==> config.mk <==
export PLATFORM = sky130hd
export DESIGN_NAME = mem_port_arbiter
export DESIGN_NICKNAME = d
export VERILOG_FILES = /design/src/rtl/mem_port_arbiter.sv
export SDC_FILE = /design/constraint.sdc
export NUM_CORES = 1
export LEC_CHECK = 0
export CORE_AREA = 5 5 268 270
export CTS_BUF_LIST = sky130_fd_sc_hd__clkbuf_16
export DETAILED_ROUTE_END_ITERATION = 16
export DIE_AREA = 0 0 273 275
export MAX_ROUTING_LAYER = met4
export PLACE_DENSITY = 0.4
export SKIP_LAST_GASP = 1
export SLEW_MARGIN = 20
export SYNTH_ARGS = -nofsm -noshare
export SYNTH_HDL_FRONTEND = slang
export SYNTH_SLANG_ARGS = --single-unit
==> constraint.sdc <==
create_clock -name clk -period 2.3 [get_ports clk]
set_input_delay 0.23 -clock clk [delete_from_list [all_inputs] [get_ports clk]]
set_output_delay 0.23 -clock clk [all_outputs]
set_load 0.01 [all_outputs]
==> src/rtl/mem_port_arbiter.sv <==
// mem_port_arbiter
//
// Shares the single external cache-line memory port between NREQ cache-side
// requesters (0=L1D, 1=L1I, 2=prefetch/walker). Only one memory transaction is
// outstanding at a time. Incoming requests are folded into a pending set,
// granted round-robin, captured into output registers and presented to memory
// with a valid/ack handshake. The single response is steered back to the
// requester that owns the transaction. Load data is not routed here.
//
// Ports
//   clk, reset            clock (rising edge) and asynchronous active-low reset
//   req_valid[NREQ]       per-requester request pulse/level
//   req_addr/store_data/tag/opcode   packed per-requester fields, slice i = requester i
//   req_ack[NREQ]         combinational one-hot pulse: request i captured this cycle
//   rsp_valid[NREQ]       combinational one-hot pulse: response for requester i
//   mem_req_*             registered request to memory (valid, addr, data, tag, opcode, insn)
//   mem_req_ack           memory accepted the request
//   mem_rsp_valid/tag     memory response and its tag
//   busy                  a transaction is in flight
//   owner                 requester index of the current/last grant
//   err_timeout           sticky: no response within TIMEOUT busy cycles
//   err_proto             sticky: response before ack, or response tag mismatch
module mem_port_arbiter #(
  parameter int NREQ    = 3,
  parameter int ADDR_W  = 32,
  parameter int DATA_W  = 128,
  parameter int TAG_W   = 2,
  parameter int OPC_W   = 5,
  parameter int INSN_ID = 1,
  parameter int TIMEOUT = 1024
) (
  input  logic                    clk,
  input  logic                    reset,
  input  logic [NREQ-1:0]         req_valid,
  input  logic [NREQ*ADDR_W-1:0]  req_addr,
  input  logic [NREQ*DATA_W-1:0]  req_store_data,
  input  logic [NREQ*TAG_W-1:0]   req_tag,
  input  logic [NREQ*OPC_W-1:0]   req_opcode,
  output logic [NREQ-1:0]         req_ack,
  output logic [NREQ-1:0]         rsp_valid,
  output logic                    mem_req_valid,
  output logic [ADDR_W-1:0]       mem_req_addr,
  output logic [DATA_W-1:0]       mem_req_store_data,
  output logic [TAG_W-1:0]        mem_req_tag,
  output logic [OPC_W-1:0]        mem_req_opcode,
  output logic                    mem_req_insn,
  input  logic                    mem_req_ack,
  input  logic                    mem_rsp_valid,
  input  logic [TAG_W-1:0]        mem_rsp_tag,
  output logic                    busy,
  output logic [$clog2(NREQ)-1:0] owner,
  output logic                    err_timeout,
  output logic                    err_proto
);

  localparam int OW   = $clog2(NREQ);
  localparam int WD_W = $clog2(TIMEOUT + 1);

  localparam logic [NREQ-1:0] REQ_ONE = NREQ'(1'b1);
  localparam logic [WD_W-1:0] WD_MAX  = WD_W'(TIMEOUT);
  localparam logic [WD_W-1:0] WD_LAST = WD_W'(TIMEOUT - 1);

  typedef enum logic [1:0] {
    IDLE     = 2'd0,
    ISSUE    = 2'd1,
    WAIT_RSP = 2'd2
  } state_t;

  state_t              state_r;
  state_t              state_s;
  logic [NREQ-1:0]     pending_r;
  logic [NREQ-1:0]     n_pending_s;
  logic [OW-1:0]       rr_ptr_r;
  logic [OW-1:0]       owner_r;
  logic [OW-1:0]       gnt_s;
  logic                gnt_valid_s;
  logic [NREQ-1:0]     gnt_onehot_s;
  logic                grant_fire_s;
  logic                rsp_fire_s;
  logic                proto_err_s;

  logic [ADDR_W-1:0]   sel_addr_s;
  logic [DATA_W-1:0]   sel_data_s;
  logic [TAG_W-1:0]    sel_tag_s;
  logic [OPC_W-1:0]    sel_opc_s;

  logic                mem_req_valid_r;
  logic [ADDR_W-1:0]   addr_r;
  logic [DATA_W-1:0]   data_r;
  logic [TAG_W-1:0]    tag_r;
  logic [OPC_W-1:0]    opc_r;
  logic                insn_r;
  logic [WD_W-1:0]     wd_r;
  logic                err_timeout_r;
  logic                err_proto_r;

  // Pending set seen this cycle; forced empty while reset is held so no ack leaks out
  always_comb begin
    n_pending_s = '0;
    if (reset) begin
      n_pending_s = pending_r | req_valid;
    end else begin
      n_pending_s = '0;
    end
  end

  // Round-robin pick: first pending index at or above rr_ptr, else wrap to the lowest
  always_comb begin
    gnt_valid_s = 1'b0;
    gnt_s       = '0;
    for (int i = 0; i < NREQ; i++) begin
      if (!gnt_valid_s && n_pending_s[i] && (OW'(i) >= rr_ptr_r)) begin
        gnt_valid_s = 1'b1;
        gnt_s       = OW'(i);
      end else begin
        gnt_s = gnt_s;
      end
    end
    for (int i = 0; i < NREQ; i++) begin
      if (!gnt_valid_s && n_pending_s[i]) begin
        gnt_valid_s = 1'b1;
        gnt_s       = OW'(i);
      end else begin
        gnt_s = gnt_s;
      end
    end
  end

  // Select the winning requester's fields for capture
  always_comb begin
    sel_addr_s = '0;
    sel_data_s = '0;
    sel_tag_s  = '0;
    sel_opc_s  = '0;
    for (int i = 0; i < NREQ; i++) begin
      if (gnt_s == OW'(i)) begin
        sel_addr_s = req_addr[i*ADDR_W +: ADDR_W];
        sel_data_s = req_store_data[i*DATA_W +: DATA_W];
        sel_tag_s  = req_tag[i*TAG_W +: TAG_W];
        sel_opc_s  = req_opcode[i*OPC_W +: OPC_W];
      end else begin
        sel_addr_s = sel_addr_s;
      end
    end
  end

  // FSM next state plus the combinational ack/response pulses and fault detection
  always_comb begin
    state_s      = state_r;
    grant_fire_s = 1'b0;
    rsp_fire_s   = 1'b0;
    proto_err_s  = 1'b0;
    gnt_onehot_s = REQ_ONE << gnt_s;
    req_ack      = '0;
    rsp_valid    = '0;
    case (state_r)
      IDLE: begin
        if (gnt_valid_s) begin
          grant_fire_s = 1'b1;
          req_ack      = gnt_onehot_s;
          state_s      = ISSUE;
        end else begin
          state_s = IDLE;
        end
      end
      ISSUE: begin
        // Ack and response together: the ack is taken first, then the response completes
        if (mem_req_ack && mem_rsp_valid) begin
          rsp_fire_s = 1'b1;
          state_s    = IDLE;
        end else if (mem_req_ack) begin
          state_s = WAIT_RSP;
        end else if (mem_rsp_valid) begin
          // Response for a request memory never accepted: flag and drop it
          proto_err_s = 1'b1;
          state_s     = ISSUE;
        end else begin
          state_s = ISSUE;
        end
      end
      WAIT_RSP: begin
        if (mem_rsp_valid) begin
          rsp_fire_s = 1'b1;
          state_s    = IDLE;
        end else begin
          state_s = WAIT_RSP;
        end
      end
      default: begin
        state_s = IDLE;
      end
    endcase
    // A wrong tag is reported but the response is still delivered to the owner
    if (rsp_fire_s) begin
      rsp_valid = REQ_ONE << owner_r;
      if (mem_rsp_tag != tag_r) begin
        proto_err_s = 1'b1;
      end else begin
        proto_err_s = proto_err_s;
      end
    end else begin
      rsp_valid = '0;
    end
  end

  // FSM state register
  always_ff @(posedge clk or negedge reset) begin
    if (!reset) begin
      state_r <= IDLE;
    end else begin
      state_r <= state_s;
    end
  end

  // Pending set, round-robin pointer, owner and the captured request fields
  always_ff @(posedge clk or negedge reset) begin
    if (!reset) begin
      pending_r <= '0;
      rr_ptr_r  <= '0;
      owner_r   <= '0;
      addr_r    <= '0;
      data_r    <= '0;
      tag_r     <= '0;
      opc_r     <= '0;
      insn_r    <= 1'b0;
    end else if (grant_fire_s) begin
      pending_r <= n_pending_s & ~gnt_onehot_s;
      owner_r   <= gnt_s;
      rr_ptr_r  <= (gnt_s == OW'(NREQ - 1)) ? OW'(0) : gnt_s + OW'(1);
      addr_r    <= sel_addr_s;
      data_r    <= sel_data_s;
      tag_r     <= sel_tag_s;
      opc_r     <= sel_opc_s;
      insn_r    <= (gnt_s == OW'(INSN_ID));
    end else begin
      // Requests arriving while busy (including from the owner) wait here
      pending_r <= n_pending_s;
    end
  end

  // Memory request valid: raised by a grant, dropped once memory acknowledges
  always_ff @(posedge clk or negedge reset) begin
    if (!reset) begin
      mem_req_valid_r <= 1'b0;
    end else if (grant_fire_s) begin
      mem_req_valid_r <= 1'b1;
    end else if ((state_r == ISSUE) && mem_req_ack) begin
      mem_req_valid_r <= 1'b0;
    end else begin
      mem_req_valid_r <= mem_req_valid_r;
    end
  end

  // Watchdog counter: restarts on each issue, counts busy cycles, saturates
  always_ff @(posedge clk or negedge reset) begin
    if (!reset) begin
      wd_r <= '0;
    end else if (grant_fire_s) begin
      wd_r <= '0;
    end else if ((state_r != IDLE) && (wd_r != WD_MAX)) begin
      wd_r <= wd_r + WD_W'(1);
    end else begin
      wd_r <= wd_r;
    end
  end

  // Sticky error flags; the watchdog only reports, the FSM keeps waiting
  always_ff @(posedge clk or negedge reset) begin
    if (!reset) begin
      err_timeout_r <= 1'b0;
      err_proto_r   <= 1'b0;
    end else begin
      err_proto_r <= err_proto_r | proto_err_s;
      // wd_r holds the number of busy cycles already completed before this one
      if ((state_r != IDLE) && !rsp_fire_s && (wd_r >= WD_LAST)) begin
        err_timeout_r <= 1'b1;
      end else begin
        err_timeout_r <= err_timeout_r;
      end
    end
  end

  assign mem_req_valid      = mem_req_valid_r;
  assign mem_req_addr       = addr_r;
  assign mem_req_store_data = data_r;
  assign mem_req_tag        = tag_r;
  assign mem_req_opcode     = opc_r;
  assign mem_req_insn       = insn_r;
  assign busy               = (state_r != IDLE);
  assign owner              = owner_r;
  assign err_timeout        = err_timeout_r;
  assign err_proto          = err_proto_r;

endmodule

**Word level (Yosys, flattened, before mapping)**

Index checks and enable logic that the tools add are counted.

- Flip-flop bits (word level): 191
- Input bits: 510

- Shifts and indexed selects: 2
- Add/subtract/negate cells: 2
- Eq/ne operators: 6
- Bitwise gates (word level): 4
- Multiplexer cells: 48
- Reductions and logical operators: 24
- $lt $le $gt $ge: 4

Operator list:

| cell | number |
|---|---|
| $mux 128 | 3 |
| $mux 32 | 3 |
| $mux 11 | 2 |
| $mux 2 | 11 |
| $mux 1 | 19 |
| $mux 3 | 5 |
| $mux 5 | 3 |
| $logic_and 1x1->1 | 13 |
| $add 11x1->11 const B | 1 |
| $ge 11x10->1 const B | 1 |
| $ne 11x11->1 const B | 1 |
| $logic_not 1->1 | 6 |
| $pmux 2 s3 | 1 |
| $reduce_bool 2->1 | 3 |
| $shl 1x2->3 const A | 2 |
| $eq 2x1->1 const B | 2 |
| $eq 2x2->1 const B | 2 |
| $ge 1x2->1 const A | 2 |
| $logic_not 2->1 | 2 |
| $and 3x3->3 | 1 |
| $not 3->3 | 1 |
| $or 3x3->3 | 1 |
| $add 2x1->2 const B | 1 |
| $ge 2x2->1 const A | 1 |
| other kinds (3) | 3 |

**Longest topological paths before layout**

Gate-level depths: netlist (run 1).

- Word-level depth: 25
- Depth in mapped cells: 9
- Gate-level depth less buffers: 7

**Worst setup path before layout (run 1)**

No wires, ideal clock.

- Kind: register -> register
- Start point: reg state_r[0]
- End point: reg data_r[12], in the netlist mem_req_store_data[12]
- Path slack: 0.523 ns
- Period minus slack after synthesis: 1.777 ns
- Stages on the path, launching flop included: 9
- Path buffers: 2
- Arrival: 1.701 ns
- Cells stage by stage: dfrtp_1 inv_1 ha_1 nand2_1 a31oi_1 clkbuf_1 clkbuf_1 o21ai_0 o21ai_1

- Cells in the longest elaborated chain, start to end: 2

Ends and longest elaborated chain:

| item | RTL line | source |
|---|---|---|
| from (decl) | 69 | `state_t state_r;` |
| from (signal assigned) | 211 | `state_r <= state_s;` |
| $logic_not 2->1 | 156 | `case (state_r)` |
| $mux 1 | 156 |  |
| to (signal assigned) | 231 | `data_r <= sel_data_s;` |
| to (decl) | 89 | `logic [DATA_W-1:0] data_r;` |

Every way passes these cells.
A chain may end at the register's enable or synchronous reset.

**Worst setup path in the final report (run 1)**

- Start point: reg state_r[0]
- End point: out req_ack[1]

- Cells in the longest elaborated chain, start to end: 2

Ends and longest elaborated chain:

| item | RTL line | source |
|---|---|---|
| $logic_not 2->1 | 156 |  |
| $mux 3 | 156 |  |
| to (decl) | 39 | `output logic [NREQ-1:0] req_ack,` |

Every way passes these cells.

==> reports/results.ini, run 1 <==
[sta]
shortest_clock_period_the_worst_path_allows_after_layout_ns=2.22
skew_ns=0.0164
maxClockFrequency_mhz=451
post-route-worst-setup-slack_ns=0.0827
final_max_slew_viol_count=0
timing.hold.ws_ns=-0.0305
finalHoldViolCount=14
setup_viol=0
grt_setup_unrepaired=yes
maxSlewHeadroom=0.471
worst_slew_pin_slew_ns=0.794
timing.final.crit_share=0.964

[cells_and_area]
final_instance_count_without_filler_cells=2891
post_route_cells_drive_above_1_share=0.0756
layout_commonest_cell=clkdlybuf4s50_1
design.final.nets=2450
syn_to_layout_area_delta_pct=88.7
layout_common_cells=clkdlybuf4s50_1, a21oi_1, o21ai_0, dfrtp_1, nand2_1

[synthesis]
syn_area_um2=10400
synth_ff_type=dfrtp_1
ys.warnings.count=0
synthDominantCellAreaShare=0.457
synth_async_sr_flop_share=1.00
postSynthRegisterBits=190
netlist_instances=1242
post-synth-top-area-cell=dfrtp_1
yosysUniqueCellTypes=41
synth_area_per_cell_um2=8.37
synth_fp_nets=1758
seq_area_frac_synth=0.457
yosys-top-cells-area=dfrtp_1, a21oi_1, o21ai_0, nand2_1, a21boi_0
synth_enable_flop_cells=0

[drt]
average_wire_per_standard_cell_um=20.4
post-route-drc-count=0
ant_nets=0
postRouteWirelength_mm=59.0
drtPass1Iterations=5
drtIter0Drc=528
vias_per_cell=4.17
via_total_after_detailed_routing=12055

[global_route]
via_count_of_the_first_global_routing_pass=12882
first_pass_grt_wire_length_mm=84.3
largest_net_degree_at_the_start_of_global_routing=73
track_usage=0.153
grt_overflow_total=0
antenna_violations_before_repair=6

[clocking]
cts_buffers=17
clock_latency_ns=0.48
tritoncts=yes
clock_slew_seen_by_the_registers_of_the_worst_setup_and_hold_paths_ns=0.07
cts_root_buffer=clkbuf_16
htree_num_levels=4
clock_sink_count=190
max-clock-path-buffers=2

[critical_path]
rr_worst_depth=7
worstPathCellList=inv_1 > ha_4 > nand2_2 > a31o_4 > nor2_1 > clkdlybuf4s15_2
reg_to_reg_endpoint=mem_req_tag[1]
critical_path_arrival_ns=1.99
worst-r2r-setup-slack_ns=0.17
critical_path.slowest_cell=dfrtp_1
worst-path-max-fanout=4
timing.rr.start=rr_ptr_r[1]
critical_path.max_stage_delay_ns=0.40
critical_path.endpoint_type=output pin
crit_type=register to output pin
critical_path_required_ns=2.07
category_of_the_worst_setup_path_launch_point=register

[outcome]
violations=negative hold slack
run_status=complete, but fails checks

[die]
die_w_um=273
floorplan.rows=97
die_area_um2=75100
starting_utilization_of_the_core_area=0.150
io_pins=690
die_y_um=275
core_region_area_um2=69300

[job]
maxCapViolations=0

[place]
placement.io_buffers=689
dpl.cell_count=2852
hpwlAfterDp_mm=45.7
gp_congestion=0.905
dp_slack_ns=-0.288

[worst_hold_path]
worst_hold_path_type=input pin to asynchronous set/reset pin

[power_and_ir_drop]
totalPowerFinal_mw=20.1
power_leakage_nw=8.08
p_per_area_nw_per_um2=1020
vdd.ir_drop.worst_v=0.000414

cells in the mapped netlist (3+ instances only):
cell type and n:
nor3b_1 3, buf_6 14, nor2_1 13, buf_2 26
nor3_1 3, a21oi_1 232, a21boi_1 31, o21ai_1 71
ha_1 6, buf_4 3, xor2_1 7, clkbuf_1 68
a31oi_1 3, nand3_1 9, nand4_1 3, a21boi_0 76
inv_1 8, a21o_1 66, dfrtp_1 190, o21ai_0 208
nand2_1 176
sequential cells by signal (all words and copies together), names as in the netlist:
name / count
err_proto: 1
err_timeout: 1
mem_req_addr: 32
mem_req_opcode: 5
mem_req_store_data: 128
mem_req_tag: 2
mem_req_valid: 1
owner: 2
pending_r: 3
rr_ptr_r: 2
state_r: 2
wd_r: 11
metal layers:
layer / GRT usage / vias to the layer above / wire [um]
met4: 0.0412 / 0 / 1280
met3: 0.0399 / 58 / 3560
met5: - / - / 0
li1: - / 5779 / -
met1: 0.175 / 5821 / 23700
met2: 0.265 / 397 / 30500
worst max path at each step:
stage | from | end | depth (start not counted)
final | state_r[0] | req_ack[1] | 6
after global routing | state_r[0] | req_ack[1] | 6
after CTS | state_r[1] | req_ack[0] | 7
after detailed placement | req_valid[2] | mem_req_store_data[41] | 7
after global placement | req_valid[2] | mem_req_store_data[41] | 7
after floorplan | state_r[0] | mem_req_store_data[12] | 8
power by group:
group	switching [mW]	leakage [nW]	internal, mW	total (mW)
clock network	1.51	0.295	1.82	3.32
logic	5.37	5.43	5.62	11.0
registers	0.948	2.36	4.85	5.79
critical path: cells and delay by family (launching register included):
kind / cells / cell delay, ns
AO/OA/AOI/OAI: 1 / 0.26
flip-flops: 1 / 0.40
adder cells (fa/ha/maj): 1 / 0.19
AND/OR/NAND/NOR: 2 / 0.27
buffers and inverters: 2 / 0.40
cells by family (layout without fill, tap and decap cells):
family | Yosys count | count (layout) | share of synthesized area
AOI/OAI and AO/OA | 699 | 699 | 0.384
and+or+nand+nor | 218 | 218 | 0.0854
DFF | 190 | 190 | 0.457
buffers and inverters | 121 | 824 | 0.0596
xor gates and xnor gates | 8 | 8 | 0.00674
adders and majority gates | 6 | 6 | 0.00722
other | 0 | 6 | 0
per-stage QoR:
stage / TNS (ns) / utilization / cell area [um2]
2_1_floorplan: 0 / - / 10400
3_3_place_gp: -14.79 / 0.273 / 18900
3_5_place_dp: -22.13 / 0.273 / 18900
4_1_cts: -0.491 / 0.282 / 19600
5_1_grt: -0.0499 / 0.283 / 19600
6_report: 0 / 0.283 / 19600
final cells by class:
| cell class | count | area [um2] |
|---|---|---|
| Timing Repair Buffer | 786 | 7910 |
| Antenna cell | 6 | 15.0 |
| Tap cell | 940 | 1180 |
| Sequential cell | 190 | 4750 |
| Clock buffer | 17 | 425 |
| Multi-Input combinational cell | 931 | 5130 |
| Fill cell | 7373 | 49700 |
| Clock inverter | 13 | 189 |
| Inverter | 8 | 30.0 |
what timing repair did:
| action | in CTS | in global routing |
|---|---|---|
| endpoints found under the setup margin | 6 | 51 |
| buffers inserted | 0 | 1 |
| endpoints found under the hold margin | 44 | 0 |
| hold buffers | 2 | 0 |
| pin swaps | 0 | 0 |
| gates resized for setup | 29 | 10 |
(Power assumes the default switching activity.)
==> inputs of run 2 (changes only) <==
- ABC_AREA: unset -> 1
- CORE_AREA: 5 5 268 270 -> 5 5 264 266
- DIE_AREA: 0 0 273 275 -> 0 0 269 271
- PLACE_DENSITY: 0.4 -> 0.43
==> reports/results.ini, run 2 <==
[die]
die_y_um=271  ; -1.5%
core_region_area_um2=66800  ; -3.6%
floorplan.rows=95  ; -2.1%
die_w_um=269  ; -1.5%
starting_utilization_of_the_core_area=0.184  ; +0.0336
die_area_um2=72900  ; -2.9%
io_pins=690  ; unchanged

[sta]
grt_setup_unrepaired=yes
timing.hold.ws_ns=-0.00397  ; +0.0265 ns
shortest_clock_period_the_worst_path_allows_after_layout_ns=2.17  ; -0.0462 ns
setup_viol=0  ; unchanged
maxSlewHeadroom=0.376  ; -0.0949
worst_slew_pin_slew_ns=0.936  ; +0.142 ns
finalHoldViolCount=1  ; -13
maxClockFrequency_mhz=461  ; +2.1%
timing.final.crit_share=0.944  ; -0.0201
post-route-worst-setup-slack_ns=0.129  ; +0.0462 ns
final_max_slew_viol_count=0  ; unchanged
skew_ns=0.0112  ; -0.00517 ns

[drt]
average_wire_per_standard_cell_um=18.6  ; -9.0%
via_total_after_detailed_routing=14680  ; +22%
ant_nets=0  ; unchanged
drtPass1Iterations=5  ; unchanged
postRouteWirelength_mm=66.3  ; +12%
vias_per_cell=4.11  ; -1.4%
drtIter0Drc=691  ; +31%
post-route-drc-count=0  ; unchanged

[synthesis]
synthDominantCellAreaShare=0.388  ; -0.0696
yosys-top-cells-area=dfrtp_1, nand2_1, nor2_1, nand3_1, inv_1
post_synth_most_frequent_cells=nand2_1, nor2_1, inv_1
synth_compound_area_frac=0.0421  ; -0.342
synth_area_per_cell_um2=6.17  ; -26%
synth-simple-area-share=0.443  ; +0.358
seq_area_frac_synth=0.388  ; -0.0696
yosysUniqueCellTypes=26  ; -37%
ys.warnings.count=0  ; unchanged
synth_fp_nets=2505  ; +42%
post-synth-top-area-cell=dfrtp_1
combinational_family_with_the_most_area_after_synthesis=simple AND/OR/NAND/NOR gates
synth_ff_type=dfrtp_1
post_synth_mux_area_share=0  ; unchanged
synthMostInstantiatedCell=nand2_1
netlist_instances=1989  ; +60%
syn_area_um2=12300  ; +18%
yosys.area_share.xor_xnor=0.00786  ; +0.00112
yosys.area_share.adder=0.00612  ; -0.00110
synth_async_sr_flop_share=1.00  ; unchanged
postSynthRegisterBits=190  ; unchanged
synth_enable_flop_cells=0  ; unchanged

[cells_and_area]
final.fill_count=7221  ; -2.1%
layout_commonest_cell=nand2_1
final_instance_count_without_filler_cells=3571  ; +24%
combined_area_of_the_multi_input_logic_cells_um2=6220  ; +21%
syn_to_layout_area_delta_pct=73.7
largest_register_ffs=128  ; unchanged
post_route_cells_drive_above_1_share=0.0501  ; -0.0254
area.sequential_um2=4760  ; about the same
post-route-cell-area_um2=21300  ; +8.6%
design.final.nets=3175  ; +30%
layout_common_cells=nand2_1, clkdlybuf4s50_1, nor2_1, inv_1, dfrtp_1

[critical_path]
category_of_the_worst_setup_path_launch_point=register
cp-startpoint=state_r[1]
critPathCapture=rsp_valid[0]
reg_to_reg_endpoint=mem_req_store_data[57]
critical_path.endpoint_type=output pin
crit_type=register to output pin
critical_path_required_ns=2.07  ; about the same
timing.rr.start=rr_ptr_r[1]
worst-r2r-setup-slack_ns=0.26  ; +0.09 ns
rr_worst_depth=13  ; +6
worst-path-max-fanout=5  ; +1
critical_path_arrival_ns=1.94  ; -0.05 ns

[clocking]
cts_buffers=17  ; unchanged
clock_latency_ns=0.49  ; about the same
tritoncts=yes
cts.repair_timing.setup_buffer_count=0  ; unchanged
clock_sink_count=190  ; unchanged
cts_root_buffer=clkbuf_16
clock_slew_seen_by_the_registers_of_the_worst_setup_and_hold_paths_ns=0.08  ; about the same
htree_num_levels=4  ; unchanged
max-clock-path-buffers=2  ; unchanged

[power_and_ir_drop]
part_of_the_total_power_dissipated_in_the_clock_network=0.146  ; -0.019
comb_power_share=0.596  ; +0.049
vdd.ir_drop.worst_v=0.000558  ; +35%
p_int_mw=13.1  ; +6.4%
seqPwrFrac=0.257  ; -0.031
p_per_area_nw_per_um2=1080  ; +5.3%
power_leakage_nw=10.6  ; +31%
power.share.switching=0.432  ; +0.0423
totalPowerFinal_mw=23.0  ; +14%
power.net_switching_mw=9.92  ; +27%

[global_route]
track_usage=0.180  ; +0.0270
via_count_of_the_first_global_routing_pass=15228  ; +18%
first_pass_grt_wire_length_mm=96.0  ; +14%
grt_overflow_total=0  ; unchanged
antenna_violations_before_repair=27  ; +21
largest_net_degree_at_the_start_of_global_routing=69  ; -5.5%

[place]
hpwlAfterDp_mm=52.5  ; +15%
placed_area_um2=20600  ; +8.6%
dpl.cell_count=3511  ; +23%
gp_congestion=0.870  ; -3.9%
dp_slack_ns=-0.246  ; +0.0416 ns
placement.io_buffers=689  ; unchanged

[outcome]
violations=negative hold slack
run_status=complete, but fails checks

[job]
maxCapViolations=0  ; unchanged

[worst_hold_path]
worst_hold_path_type=input pin to asynchronous set/reset pin

-- run 2: worst min path at each step --
stage / cells past startpoint / end
detailed placement: 1 / rr_ptr_r[0]
global placement: 1 / rr_ptr_r[0]
global route: 2 / wd_r[4]
floorplan: 0 / err_proto
CTS: 2 / wd_r[4]
finish: 2 / wd_r[4]
-- run 2: logic make-up (layout without fill, tap and decap cells) --
group | Yosys count | count (layout)
and+or+nand+nor | 1375 | 1375
other | 0 | 26
AOI/OAI and AO/OA | 71 | 71
xor gates and xnor gates | 11 | 11
DFF | 190 | 190
buffers and inverters | 336 | 1019
adders and majority gates | 6 | 6
-- run 2: repair_timing --
item                                   in CTS  in global routing
hold buffers                                2                  0
endpoints found under the hold margin      69                  0
pin swaps                                   1                  0
resized for setup                          23                 12
setup endpoints to repair                   7                  8
-- run 2: power by group through the flow --
stage	logic [mW]	registers [mW]	clock network [mW]
6_report	13.7	5.92	3.36
3_5_place_dp	13.9	5.95	0
4_1_cts	14.0	5.93	3.52
2_1_floorplan	5.89	6.50	0
3_3_place_gp	13.9	5.92	0
5_1_grt	15.2	6.12	3.63
-- run 2: area by class of cell --
cell class                 count  area share
antenna                       26     0.00305
multi-input combinational   1463       0.292
timing repair buffer         768       0.363
sequential                   190       0.223
clock inverter                15     0.00905
clock buffer                  17      0.0200
inverter                     219      0.0389
tap                          873      0.0513
-- run 2: per-stage QoR --
step	TNS, ns	util
after floorplan	0	-
after detailed placement	-10.30	0.308
final	0	0.319
after global placement	-8.37	0.308
after global routing	-0.0738	0.319
after CTS	-0.0800	0.317
-- run 2: routing by layer --
layer  vias up  routed length, um  track usage  part of all wire
met3        90               6730       0.0751              0.10
li1       7339                  -            -                 -
met2       516              31200        0.292              0.47
met1      6735              26200        0.197              0.40
met4         0               2220       0.0668             0.034
met5         -                  0            -                 0
-- run 2: worst max-delay path: stages (launching register included) --
cell             delay, ns
dfrtp_1               0.40
inv_1                 0.08
ha_1                  0.20
a21oi_1               0.09
inv_1                 0.12
nand3_4               0.13
nor3_2                0.15
clkdlybuf4s15_2       0.27
==> inputs of run 3 (changes only) <==
--- a/config.mk
+++ b/config.mk
@@ -15,3 +15,2 @@
 export SKIP_LAST_GASP = 1
-export SLEW_MARGIN = 20
 export SYNTH_ARGS = -nofsm -noshare
--- a/constraint.sdc
+++ b/constraint.sdc
@@ -3,2 +3,2 @@
 set_output_delay 0.23 -clock clk [all_outputs]
-set_load 0.01 [all_outputs]
+set_load 0.1 [all_outputs]
==> reports/results.ini, run 3 (synthesis results as in run 2) <==
[die]
io_pins=690  ; unchanged
core_region_area_um2=66800  ; unchanged
floorplan.rows=95  ; unchanged
starting_utilization_of_the_core_area=0.184  ; unchanged
die_y_um=271  ; unchanged
die_w_um=269  ; unchanged
die_area_um2=72900  ; unchanged

[drt]
post-route-drc-count=0  ; unchanged
postRouteWirelength_mm=63.0  ; -5.1%
met3_wirelength_mm=3.40  ; -49%
average_wire_per_standard_cell_um=17.7  ; -4.9%
drt-met1-wl_mm=25.0  ; -4.6%
topRoutingLayerUsed=met4
vias_per_cell=4.09  ; -0.54%
drtPass1Iterations=5  ; unchanged
drtIter0Drc=712  ; +3.0%
ant_nets=0  ; unchanged
via_total_after_detailed_routing=14572  ; -0.74%
met2_wirelength_mm=33.1  ; +6.3%

[job]
maxCapViolations=0  ; unchanged

[clocking]
clock_sink_count=190  ; unchanged
cts_root_buffer=clkbuf_16
clock_slew_seen_by_the_registers_of_the_worst_setup_and_hold_paths_ns=0.08  ; about the same
clock_latency_ns=0.51  ; +0.02 ns
max-clock-path-buffers=2  ; unchanged
tritoncts=yes
htree_num_levels=4  ; unchanged
cts_buffers=17  ; unchanged

[power_and_ir_drop]
p_per_area_nw_per_um2=1570  ; +45%
vdd.ir_drop.worst_v=0.00125  ; +120%
power_leakage_nw=10.9  ; +3.0%

[worst_hold_path]
hold_path.startpoint=req_store_data[8]
worst_hold_path_type=input pin to register

[sta]
post-route-worst-setup-slack_ns=0.0486  ; -0.0802 ns
setup_viol=0  ; unchanged
skew_ns=0.0239  ; +0.0126 ns
timing.final.crit_share=0.979  ; +0.0349
worst_slew_pin_slew_ns=0.890  ; -0.0469 ns
shortest_clock_period_the_worst_path_allows_after_layout_ns=2.25  ; +0.0802 ns
grt_setup_unrepaired=yes
maxClockFrequency_mhz=444  ; -3.6%
finalHoldViolCount=0  ; -1
maxSlewHeadroom=0.407  ; +0.0313
final_max_slew_viol_count=0  ; unchanged

[global_route]
first_pass_grt_wire_length_mm=91.1  ; -5.1%
largest_net_degree_at_the_start_of_global_routing=135  ; +96%
track_usage=0.170  ; -0.00915
antenna_violations_before_repair=10  ; -63%
grt_overflow_total=0  ; unchanged
via_count_of_the_first_global_routing_pass=14793  ; -2.9%

[critical_path]
critical_path.endpoint_type=asynchronous set/reset pin
critical_path.max_stage_delay_ns=0.91  ; +0.51 ns
timing.rr.start=rr_ptr_r[1]
critPathBufInv=4  ; +1
critical_path_required_ns=2.81  ; +0.74 ns
critical_path.slowest_cell=dlygate4sd3_1
critical_path_arrival_ns=2.76  ; +0.82 ns
category_of_the_worst_setup_path_launch_point=input pin
crit_type=input pin to asynchronous set/reset pin
worst_path_most_repeated_cell=dlygate4sd3_1
worst-path-max-fanout=134  ; +129
cp-startpoint=reset
worstPathCellList=dlygate4sd3_1 > buf_8 > dlygate4sd3_1 > clkbuf_16
timing.critical_path.max_delay_family=buffers and inverters

[cells_and_area]
syn_to_layout_area_delta_pct=73.6  ; about the same
final.fill_count=7260  ; +0.54%
layout_common_cells=nand2_1, clkdlybuf4s50_1, nor2_1, buf_4, inv_1
layout_commonest_cell=nand2_1
final_instance_count_without_filler_cells=3564  ; -0.20%
largest_register_ffs=128  ; unchanged
design.final.nets=3185  ; +0.31%
post_route_cells_drive_above_1_share=0.126  ; +0.0762

[place]
gp_congestion=0.882  ; +1.4%
dp_slack_ns=0.0108  ; +0.257 ns
dpl.cell_count=3512  ; +0.028%
placement.io_buffers=689  ; unchanged
hpwlAfterDp_mm=50.1  ; -4.6%

[outcome]
run_status=finished, final reports clean

## run 3: final timing paths
check	cells after the start	slack (ns)	end
hold / removal	5	0.35	mem_req_store_data[8]
min in group asynchronous	3	0.90	pending_r[1]
setup / recovery	4	0.05	mem_req_store_data[74]
max in group clk	9	0.07	req_ack[2]
hold reg to reg	2	0.48	mem_req_store_data[102]
setup reg to reg	13	0.22	mem_req_store_data[127]
## run 3: metal layers
| layer | vias to the layer above | track usage |
|---|---|---|
| met4 | 0 | 0.0597 |
| met3 | 58 | 0.0373 |
| met5 | - | - |
| met2 | 413 | 0.296 |
| li1 | 7336 | - |
| met1 | 6765 | 0.193 |
## run 3: through the flow
stage / util / instance area (um2) / setup TNS (ns) / total power [mW] / hold WS (ns)
after floorplan: - / 12300 / -0.634 / 22.7 / -0.0656
after global placement: 0.305 / 20400 / -0.0127 / 30.1 / 0.0586
after detailed placement: 0.305 / 20400 / 0 / 30.2 / 0.0589
after CTS: 0.317 / 21200 / -0.0147 / 33.8 / 0.302
after global routing: 0.319 / 21300 / -2.99 / 35.3 / 0.353
final: 0.319 / 21300 / 0 / 33.4 / 0.346
## run 3: cell type report
class,instances,area (um2),area share
clock inverters,15,181,0.00852
clock buffers,17,425,0.0200
well taps,873,1090,0.0513
flip-flops and latches,190,4760,0.224
diodes,9,22.5,0.00106
inverters,219,845,0.0397
multi-input cells,1463,6300,0.296
repair buffers,778,7660,0.360
## run 3: worst min-delay path: stages
cell and delay [ns]:
clkdlybuf4s50_1 0.39, inv_1 0.05, nand2_1 0.05, nand2_1 0.05
o21bai_1 0.05
## run 3: what timing repair did
action / CTS / global route
endpoints found under the setup margin: 6 / 100
hold buffers: 2 / 0
buffers inserted: 7 / 1
pin swaps: 8 / 4
gates resized for setup: 19 / 16
hold endpoints to repair: 67 / 0
cloned: 1 / 0
## run 3: where the power goes
part / internal (mW) / switching, mW
Combinational: 6.30 / 17.9
Sequential: 4.94 / 1.00
Clock: 1.63 / 1.61
Total: 12.9 / 20.5
